[config.mk]
export PLATFORM = sky130hd
export DESIGN_NAME = ps2_keypad_multidigit
export DESIGN_NICKNAME = d
export VERILOG_FILES = /design/src/rtl/ps2_keypad_multidigit.sv
export SDC_FILE = /design/constraint.sdc
export NUM_CORES = 1
export LEC_CHECK = 0
export ABC_CLOCK_PERIOD_IN_PS = 2900
export CORE_MARGIN = 2
export CORE_UTILIZATION = 45
export DETAILED_ROUTE_END_ITERATION = 8
export GPL_TIMING_DRIVEN = 0
export PLACE_DENSITY = 0.63
export SYNTH_ARGS = -nofsm -noshare
export SYNTH_HDL_FRONTEND = slang
export SYNTH_SLANG_ARGS = --single-unit
[constraint.sdc]
create_clock -name clk -period 2.9 [get_ports clk]
set_clock_uncertainty 0.2 [all_clocks]
set_input_delay 0.435 -clock clk [delete_from_list [all_inputs] [get_ports clk]]
set_output_delay 0.435 -clock clk [all_outputs]
set_load 0.01 [all_outputs]
[src/rtl/ps2_keypad_multidigit.sv]
// PS/2 keyboard receiver with deglitched clock, frame checking and watchdog, feeding
// numeric make codes into an N-digit seven-segment scroll register.
module ps2_keypad_multidigit #(
  parameter int NUM_DIGITS     = 4,
  parameter int FILTER_LEN     = 6,
  parameter int TIMEOUT_CYCLES = 50000,
  parameter int SEG_ACTIVE_LOW = 1
) (
  input  logic                    clk,
  input  logic                    reset,
  input  logic                    ps2_clk,
  input  logic                    ps2_data,
  input  logic                    clear,
  output logic [7*NUM_DIGITS-1:0] hex_display,
  output logic [7:0]              scan_code,
  output logic                    scan_valid,
  output logic                    key_released,
  output logic                    frame_error,
  output logic [3:0]              digit_count
);

  localparam int FCW = $clog2(FILTER_LEN + 1);
  localparam int WDW = $clog2(TIMEOUT_CYCLES + 1);

  typedef enum logic [1:0] {S_IDLE, S_DATA, S_PARITY, S_STOP} state_t;

  // Returns {is_digit, value} for a make code.
  function automatic logic [4:0] digit_decode(input logic [7:0] code);
    logic [4:0] r;
    case (code)
      8'h45:   r = 5'h10;
      8'h16:   r = 5'h11;
      8'h1E:   r = 5'h12;
      8'h26:   r = 5'h13;
      8'h25:   r = 5'h14;
      8'h2E:   r = 5'h15;
      8'h36:   r = 5'h16;
      8'h3D:   r = 5'h17;
      8'h3E:   r = 5'h18;
      8'h46:   r = 5'h19;
      default: r = 5'h0F;
    endcase
    return r;
  endfunction

  function automatic logic [6:0] seg7(input logic [3:0] v);
    logic [6:0] p;
    case (v)
      4'd0:    p = 7'h40;
      4'd1:    p = 7'h79;
      4'd2:    p = 7'h24;
      4'd3:    p = 7'h30;
      4'd4:    p = 7'h19;
      4'd5:    p = 7'h12;
      4'd6:    p = 7'h02;
      4'd7:    p = 7'h78;
      4'd8:    p = 7'h00;
      4'd9:    p = 7'h10;
      default: p = 7'h7F;
    endcase
    return (SEG_ACTIVE_LOW != 0) ? p : ~p;
  endfunction

  logic [1:0]     clk_sync_q, clk_sync_d;
  logic [1:0]     dat_sync_q, dat_sync_d;
  logic [FCW-1:0] filt_cnt_q, filt_cnt_d;
  logic           filt_clk_q, filt_clk_d;
  logic           strobe, bit_in;

  state_t         state_q, state_d;
  logic [2:0]     bit_cnt_q, bit_cnt_d;
  logic [7:0]     shreg_q, shreg_d;
  logic           par_q, par_d;
  logic [WDW-1:0] wd_q, wd_d;
  logic           shift_en, par_en, stop_en, wd_hit;
  logic           frame_good, frame_bad;

  logic [7:0]     scan_code_q, scan_code_d;
  logic           scan_valid_q, scan_valid_d;
  logic           key_rel_q, key_rel_d;
  logic           ferr_q, ferr_d;
  logic           brk_q, brk_d;
  logic           ext_q, ext_d;
  logic [3:0]     cnt_q, cnt_d;
  logic [3:0]     digits_q [NUM_DIGITS];
  logic [3:0]     digits_d [NUM_DIGITS];
  logic [4:0]     dec;

  // A filtered level change needs FILTER_LEN consecutive differing samples.
  always_comb begin
    clk_sync_d = {clk_sync_q[0], ps2_clk};
    dat_sync_d = {dat_sync_q[0], ps2_data};
    filt_cnt_d = filt_cnt_q;
    filt_clk_d = filt_clk_q;
    if (clk_sync_q[1] == filt_clk_q) begin
      filt_cnt_d = '0;
    end else if (filt_cnt_q == FCW'(FILTER_LEN - 1)) begin
      filt_clk_d = clk_sync_q[1];
      filt_cnt_d = '0;
    end else begin
      filt_cnt_d = filt_cnt_q + 1'b1;
    end
  end

  assign strobe = filt_clk_q & ~filt_clk_d;
  assign bit_in = dat_sync_q[1];
  assign wd_hit = (state_q != S_IDLE) && !strobe && (wd_q == WDW'(TIMEOUT_CYCLES - 1));

  always_comb begin
    state_d = state_q;
    if (wd_hit) begin
      state_d = S_IDLE;
    end else if (strobe) begin
      case (state_q)
        S_IDLE:   if (!bit_in) state_d = S_DATA;
        S_DATA:   if (bit_cnt_q == 3'd7) state_d = S_PARITY;
        S_PARITY: state_d = S_STOP;
        S_STOP:   state_d = S_IDLE;
        default:  state_d = S_IDLE;
      endcase
    end
  end

  always_comb begin
    shift_en = strobe && (state_q == S_DATA);
    par_en   = strobe && (state_q == S_PARITY);
    stop_en  = strobe && (state_q == S_STOP);
  end

  always_comb begin
    bit_cnt_d = (state_q == S_IDLE) ? 3'd0 : bit_cnt_q;
    shreg_d   = shreg_q;
    par_d     = par_q;
    if (shift_en) begin
      bit_cnt_d = bit_cnt_q + 3'd1;
      shreg_d   = {bit_in, shreg_q[7:1]};
    end
    if (par_en) par_d = bit_in;
    if ((state_q == S_IDLE) || strobe || wd_hit) wd_d = '0;
    else                                         wd_d = wd_q + 1'b1;
  end

  // Odd parity over data plus parity bit, and a high stop bit.
  assign frame_good = stop_en && bit_in && (^{shreg_q, par_q});
  assign frame_bad  = (stop_en && !frame_good) || wd_hit;
  assign dec        = digit_decode(shreg_q);

  always_comb begin
    scan_code_d  = scan_code_q;
    scan_valid_d = 1'b0;
    key_rel_d    = 1'b0;
    ferr_d       = ferr_q;
    brk_d        = brk_q;
    ext_d        = ext_q;
    cnt_d        = cnt_q;
    digits_d     = digits_q;
    if (frame_bad) ferr_d = 1'b1;
    if (frame_good) begin
      scan_code_d  = shreg_q;
      scan_valid_d = 1'b1;
      ferr_d       = 1'b0;
      if (shreg_q == 8'hF0) begin
        brk_d = 1'b1;
      end else if (shreg_q == 8'hE0) begin
        ext_d = 1'b1;
      end else if (brk_q) begin
        key_rel_d = 1'b1;
        brk_d     = 1'b0;
        ext_d     = 1'b0;
      end else if (ext_q) begin
        ext_d = 1'b0;
      end else if (dec[4]) begin
        for (int i = NUM_DIGITS - 1; i > 0; i--) digits_d[i] = digits_q[i-1];
        digits_d[0] = dec[3:0];
        if (cnt_q < 4'(NUM_DIGITS)) cnt_d = cnt_q + 4'd1;
      end
    end
    if (clear) begin
      for (int i = 0; i < NUM_DIGITS; i++) digits_d[i] = 4'hF;
      cnt_d = 4'd0;
    end
  end

  always_ff @(posedge clk or negedge reset) begin
    if (!reset) begin
      clk_sync_q   <= 2'b11;
      dat_sync_q   <= 2'b11;
      filt_cnt_q   <= '0;
      filt_clk_q   <= 1'b1;
      bit_cnt_q    <= 3'd0;
      shreg_q      <= 8'h00;
      par_q        <= 1'b0;
      wd_q         <= '0;
      scan_code_q  <= 8'h00;
      scan_valid_q <= 1'b0;
      key_rel_q    <= 1'b0;
      ferr_q       <= 1'b0;
      brk_q        <= 1'b0;
      ext_q        <= 1'b0;
      cnt_q        <= 4'd0;
      for (int i = 0; i < NUM_DIGITS; i++) digits_q[i] <= 4'hF;
    end else begin
      clk_sync_q   <= clk_sync_d;
      dat_sync_q   <= dat_sync_d;
      filt_cnt_q   <= filt_cnt_d;
      filt_clk_q   <= filt_clk_d;
      bit_cnt_q    <= bit_cnt_d;
      shreg_q      <= shreg_d;
      par_q        <= par_d;
      wd_q         <= wd_d;
      scan_code_q  <= scan_code_d;
      scan_valid_q <= scan_valid_d;
      key_rel_q    <= key_rel_d;
      ferr_q       <= ferr_d;
      brk_q        <= brk_d;
      ext_q        <= ext_d;
      cnt_q        <= cnt_d;
      digits_q     <= digits_d;
    end
  end

  always_ff @(posedge clk or negedge reset) begin
    if (!reset) state_q <= S_IDLE;
    else        state_q <= state_d;
  end

  for (genvar g = 0; g < NUM_DIGITS; g++) begin : g_seg
    assign hex_display[7*g +: 7] = seg7(digits_q[g]);
  end

  assign scan_code    = scan_code_q;
  assign scan_valid   = scan_valid_q;
  assign key_released = key_rel_q;
  assign frame_error  = ferr_q;
  assign digit_count  = cnt_q;

endmodule

After elaboration in Yosys (flattened, before gate mapping) --
Memories as Yosys holds them, arrays and structs flattened. Index checks and enable logic that the tools add are counted.
Word-level totals: register bits after elaboration 71, latch bits 0, memory bits (writable) 0, ROM bits 448, input bits 5, logic and storage cells 123, memories 4
Operators by class: $add $sub $neg 4, multipliers 0, divide/modulo/power cells 0, order comparisons 1, equality and inequality tests 26, shift operators 0, multiplexer cells 38, bitwise logic cells 3, reduce and logical (&&, ||, !) cells 27
Memories:
- (no name shown) | depth 16, bits a word 7, read ports 1, clocked after memory_dff 0, write ports 0, line 48 | case (v)
- (no name shown) | depth 16, bits a word 7, read ports 1, clocked after memory_dff 0, write ports 0, line 48
- (no name shown) | depth 16, bits a word 7, read ports 1, clocked after memory_dff 0, write ports 0, line 48
- (no name shown) | depth 16, bits a word 7, read ports 1, clocked after memory_dff 0, write ports 0, line 48
Operators by type and width (number):
- $mux 16 | 8
- $pmux 5 s10 | 1
- $eq 8x6->1 const B | 6
- $mux 4 | 8
- $add 16x1->16 const B | 1
- $eq 16x16->1 const B | 1
- $eq 8x5->1 const B | 2
- $eq 8x7->1 const B | 2
- $eq 8x8->1 const B | 2
- $reduce_bool 2->1 | 7
- $mux 1 | 12
- $mux 3 | 4
- $ne 2x2->1 const B | 5
- $reduce_xor 9->1 | 1
- $logic_and 1x1->1 | 8
- $mux 2 | 4
- $pmux 2 s4 | 1
- $reduce_and 7->1 | 1
- $add 3x1->3 const B | 2
- $eq 3x3->1 const B | 2
- $ne 3x3->1 const B | 2
- $reduce_and 6->1 | 1
- $add 4x1->4 const B | 1
- $eq 2x2->1 const B | 2
- other kinds (10) | 15

Logic depth before layout (Yosys ltp) --
Gate-level depths: netlist of the first run.
depth in word-level cells 13, mapped depth 8, mapped depth without buffers 7

Least setup slack after synthesis of the first run --
No wires, ideal clock.
path type reg2reg, start reg shreg_q[1], end reg cnt_q[0] (netlist: digit_count[0]), arrival time 2.084 ns, path slack 0.538 ns, stages on the path, launching flop included 8, path buffers 1, clock period less this slack 2.362 ns, cells stage by stage dfrtp_1 buf_4 xnor2_1 xnor3_1 xnor2_2 o2111ai_4 or4_1 a21oi_1
Between the ends: word-level cells in the longest chain between the ends 4, elaborated cells between the ends (all ways) 20, those cells by class 14 x eq/ne; 1 x mux; 5 x reduce/logical
Ends and longest elaborated chain:
- start, declared | line 72 | logic [7:0] shreg_q, shreg_d;
- start signal, assigned | line 208 | shreg_q <= shreg_d;
- $eq 8x7->1 (tied with other cells) | line 30 | case (code)
- $pmux 5 s10 or $logic_and 1x1->1 (tied branches) | line 30, 144
- $reduce_bool 2->1 (no line)
- $reduce_and 7->1 (no line) (*)
- end signal, assigned | line 217 | cnt_q <= cnt_d;
- end, declared | line 84 | logic [3:0] cnt_q, cnt_d;
Mark *: on every way between the ends. The rest lies on a longest branch, timed or not. A chain may end at the register's enable or synchronous reset.

Worst setup path after layout of the first run --
start reg digits_q[5] (netlist name), end out hex_display[17]
Between the ends: word-level cells in the longest chain between the ends 1
Ends and longest elaborated chain:
- start, declared | line 85 | logic [3:0] digits_q [NUM_DIGITS];
- start signal, assigned | line 218 | digits_q <= digits_d;
- $mem_v2 16x7
- end, declared | line 14 | output logic [7*NUM_DIGITS-1:0] hex_display,
No other way between the ends.

==> qor.csv, run 1 <==
metric;value;unit
status;finished, violations left;
violations;hold timing;
p_seq_share;50.4;%
gr-total-overflow;0;
rr_startpoint;shreg_q[0]$_DFFE_PN0P_;
cp_max_fo;6;
routed-via-count;3255;
max-cap-violations;0;
track_usage;17.8;%
yosysUniqueCellTypes;58;
rsz0062_at_grt;no;
n_fill_cell;803;
vias_per_cell;5.25;
p_clk_share;38.6;%
cts_tree;done;
tightest_slew;0.883;ns
drt_iter0_markers;140;
syn_to_final_growth;20.8;%
seq_area;1800;um2
ir_drop;0.000299;V
antenna_found_initial;0;
clk_latency;0.35;ns
cp-end-kind;output pin;
final_nets;540;
drt_pass1_iterations;4;
grt_pass1_vias;3120;
cp.required;2.27;ns
core;8810;um2
final_util;56.7;%
multi_input_area;2170;um2
numCtsBuffers;9;
power_switching;605;uW
synthFlopType;dfrtp_1;
min_period;2.81;ns
io_buffers;47;
post_drt_wl_per_cell;13.5;um
htreeDepth;3;
setup.worst_path.start;digits_q[5]$_DFFE_PN1P_;
synth_edf_count;0;
busiest_layer;met2;
postRouteAntennaNets;0;
r2r_cells;6;
netlist_instances;446;
holdWs;-0.00466;ns
diodes;0;
seq_area_frac_synth;43.6;%
startpoint_type;register;
relSlewSlack;41.1;%
hold_viol;2;
crit_arrival;2.17;ns
rr_endpoint;digit_count[0]$_DFFE_PN0P_;
finalCritPeriodShare;96.8;%
synth_nets;479;
use_met3;5.01;%
worstHoldPathType;in -> async;
p_per_area;452;nW/um2
fmax;0.356;GHz
gp_congestion;0.821;
wl;8370;um
syn_area;4140;um2
switching_share;26.8;%
die_w;99.9;um
grt_max_degree;72;
r2r_slack;0.28;ns
p_int;1.66;mW
cts_buffer_depth;2;
hpwl;5990;um
die_y;99.9;um
cts_hold_buffers;0;
synth-seq-cells;71;
layout-drive-gt1-share;15.0;%
drcViolationCount;0;
grtUsageMet2;29.5;%
pwr-share-comb;11.0;%
power;2.26;mW
gr-usage-met1;23.7;%
final-max-slew-violation-count;0;
leakage;2.27;nW
pin_count;48;
async_reset_ff_share;100;%
ys_warn_count;0;
cts_root_buf;clkbuf_8;
cts.sinks;71;
dieArea;9970;um2
grt_pass1_wl;14300;um
setup_viol;0;
start_util;47.0;%
syn_area_per_cell;9.27;um2
clk_pin_slew_worst_paths;0.08;ns
cp-endpoint;hex_display[17];
criticalPathCategory;reg -> out;
rows;34;
## cell families (layout without fill, tap and decap cells)
| family | count (synthesis) | count (layout) | share of synthesized area, % |
|---|---|---|---|
| flops | 71 | 71 | 43.6 |
| xor+xnor | 23 | 23 | 5.57 |
| compound gates | 84 | 84 | 13.4 |
| simple gates | 185 | 185 | 21.5 |
| mux | 12 | 12 | 3.24 |
| buf+inv | 43 | 109 | 4.24 |
| fa+ha+maj | 28 | 28 | 8.47 |
## critical path, cell delays in order (launching register included)
cell	delay, ns
dfstp_2	0.56
inv_2	0.08
ha_1	0.18
or2_2	0.28
a21oi_1	0.18
a21oi_1	0.07
clkdlybuf4s50_1	0.48
## cells in the mapped netlist, drive strengths merged, types with 3 or more instances
cell type / count / area share [%]
a211o: 7 / 1.5
a21oi: 33 / 4.0
a31oi: 5 / 0.76
and3: 5 / 0.76
buf: 7 / 0.97
clkbuf: 12 / 1.1
dfrtp: 50 / 30
dfstp: 21 / 13
ha: 28 / 8.5
inv: 23 / 2.1
mux2: 11 / 3.0
nand2: 50 / 4.5
nand2b: 7 / 1.1
nand3: 10 / 1.2
nand3b: 5 / 0.91
nand4: 3 / 0.45
nor2: 69 / 6.3
nor3: 10 / 1.3
nor3b: 3 / 0.67
o21ai: 21 / 2.5
or2: 5 / 0.76
xnor2: 13 / 3.1
xor2: 9 / 1.9
## registers in the layout, summed over array words and instances (netlist names)
name          flops
bit_cnt_q         3
brk_q             1
clk_sync_q        2
dat_sync_q        2
digit_count       4
digits_q         16
ext_q             1
filt_clk_q        1
filt_cnt_q        3
frame_error       1
key_released      1
par_q             1
scan_code         8
scan_valid        1
shreg_q           8
state_q           2
wd_q             16
## routing by layer
layer,vias to the layer above,wire (um)
met4,0,68
met1,1558,4090
li1,1655,-
met5,-,0
met3,5,235
met2,37,3980
## worst min path at each step
| stage | startpoint | end |
|---|---|---|
| finish | reset | filt_cnt_q[2]$_DFF_PN0_ |
| global route | reset | filt_cnt_q[0]$_DFF_PN0_ |
| CTS | reset | filt_cnt_q[2]$_DFF_PN0_ |
| detailed placement | clk_sync_q[0]$_DFF_PN1_ | clk_sync_q[1]$_DFF_PN1_ |
| global placement | dat_sync_q[0]$_DFF_PN1_ | dat_sync_q[1]$_DFF_PN1_ |
| floorplan | reset | bit_cnt_q[0]$_DFFE_PN0P_ |
## cell usage in the layout, fill, tap and decap left out, types with 7 or more instances in the layout
cell type and instances:
inv_1 21, dfstp_2 21, nand3_1 10, ha_1 28
nor2_1 69, a211o_1 7, clkbuf_8 9, dfrtp_1 50
xor2_1 9, nor3_1 9, clkdlybuf4s50_1 43, nand2b_1 7
a21oi_1 30, mux2_2 11, xnor2_1 11, o21ai_0 19
clkbuf_1 10, nand2_1 50, buf_4 7
## power groups by stage
stage | combinational [mW] | sequential, mW | clock (mW)
after detailed placement | 0.253 | 1.16 | 0
after CTS | 0.255 | 1.14 | 0.903
after global placement | 0.241 | 1.15 | 0
after floorplan | 0.186 | 1.14 | 0
after global routing | 0.288 | 1.15 | 0.948
final | 0.249 | 1.14 | 0.874
## per-stage QoR
stage	instances	worst slack (ns)	setup TNS (ns)	instance area (um2)
3_5_place_dp	601	0.309	0	4740
3_3_place_gp	601	-1.22	-69.33	4740
4_1_cts	619	0.0137	0	4970
5_1_grt	620	0.00575	0	5000
6_report	620	0.0920	0	5000
2_1_floorplan	446	0.538	0	4140
## area by class of cell
type	count	area share [%]
Sequential cell	71	36.1
Inverter	24	1.80
Multi-Input combinational cell	332	43.4
Clock buffer	9	2.48
Timing Repair Buffer	51	9.97
Buffer	18	1.65
Clock inverter	7	1.90
Tap cell	108	2.70
## timing repair
action,in CTS,in global routing
resized for setup,3,7
setup buffers,2,2
endpoints found under the setup margin,6,12
pin swaps,0,0
Power figures use the tool's default switching activity.
==> run 2: changes to the inputs <==
--- a/config.mk
+++ b/config.mk
@@ -5,7 +5,6 @@
 export SDC_FILE = /design/constraint.sdc
 export NUM_CORES = 1
 export LEC_CHECK = 0
-export ABC_CLOCK_PERIOD_IN_PS = 2900
 export CORE_MARGIN = 2
 export CORE_UTILIZATION = 45
 export DETAILED_ROUTE_END_ITERATION = 8
==> results of run 2 <==
No change in the layout: final DEF, timing and power equal those of run 1.
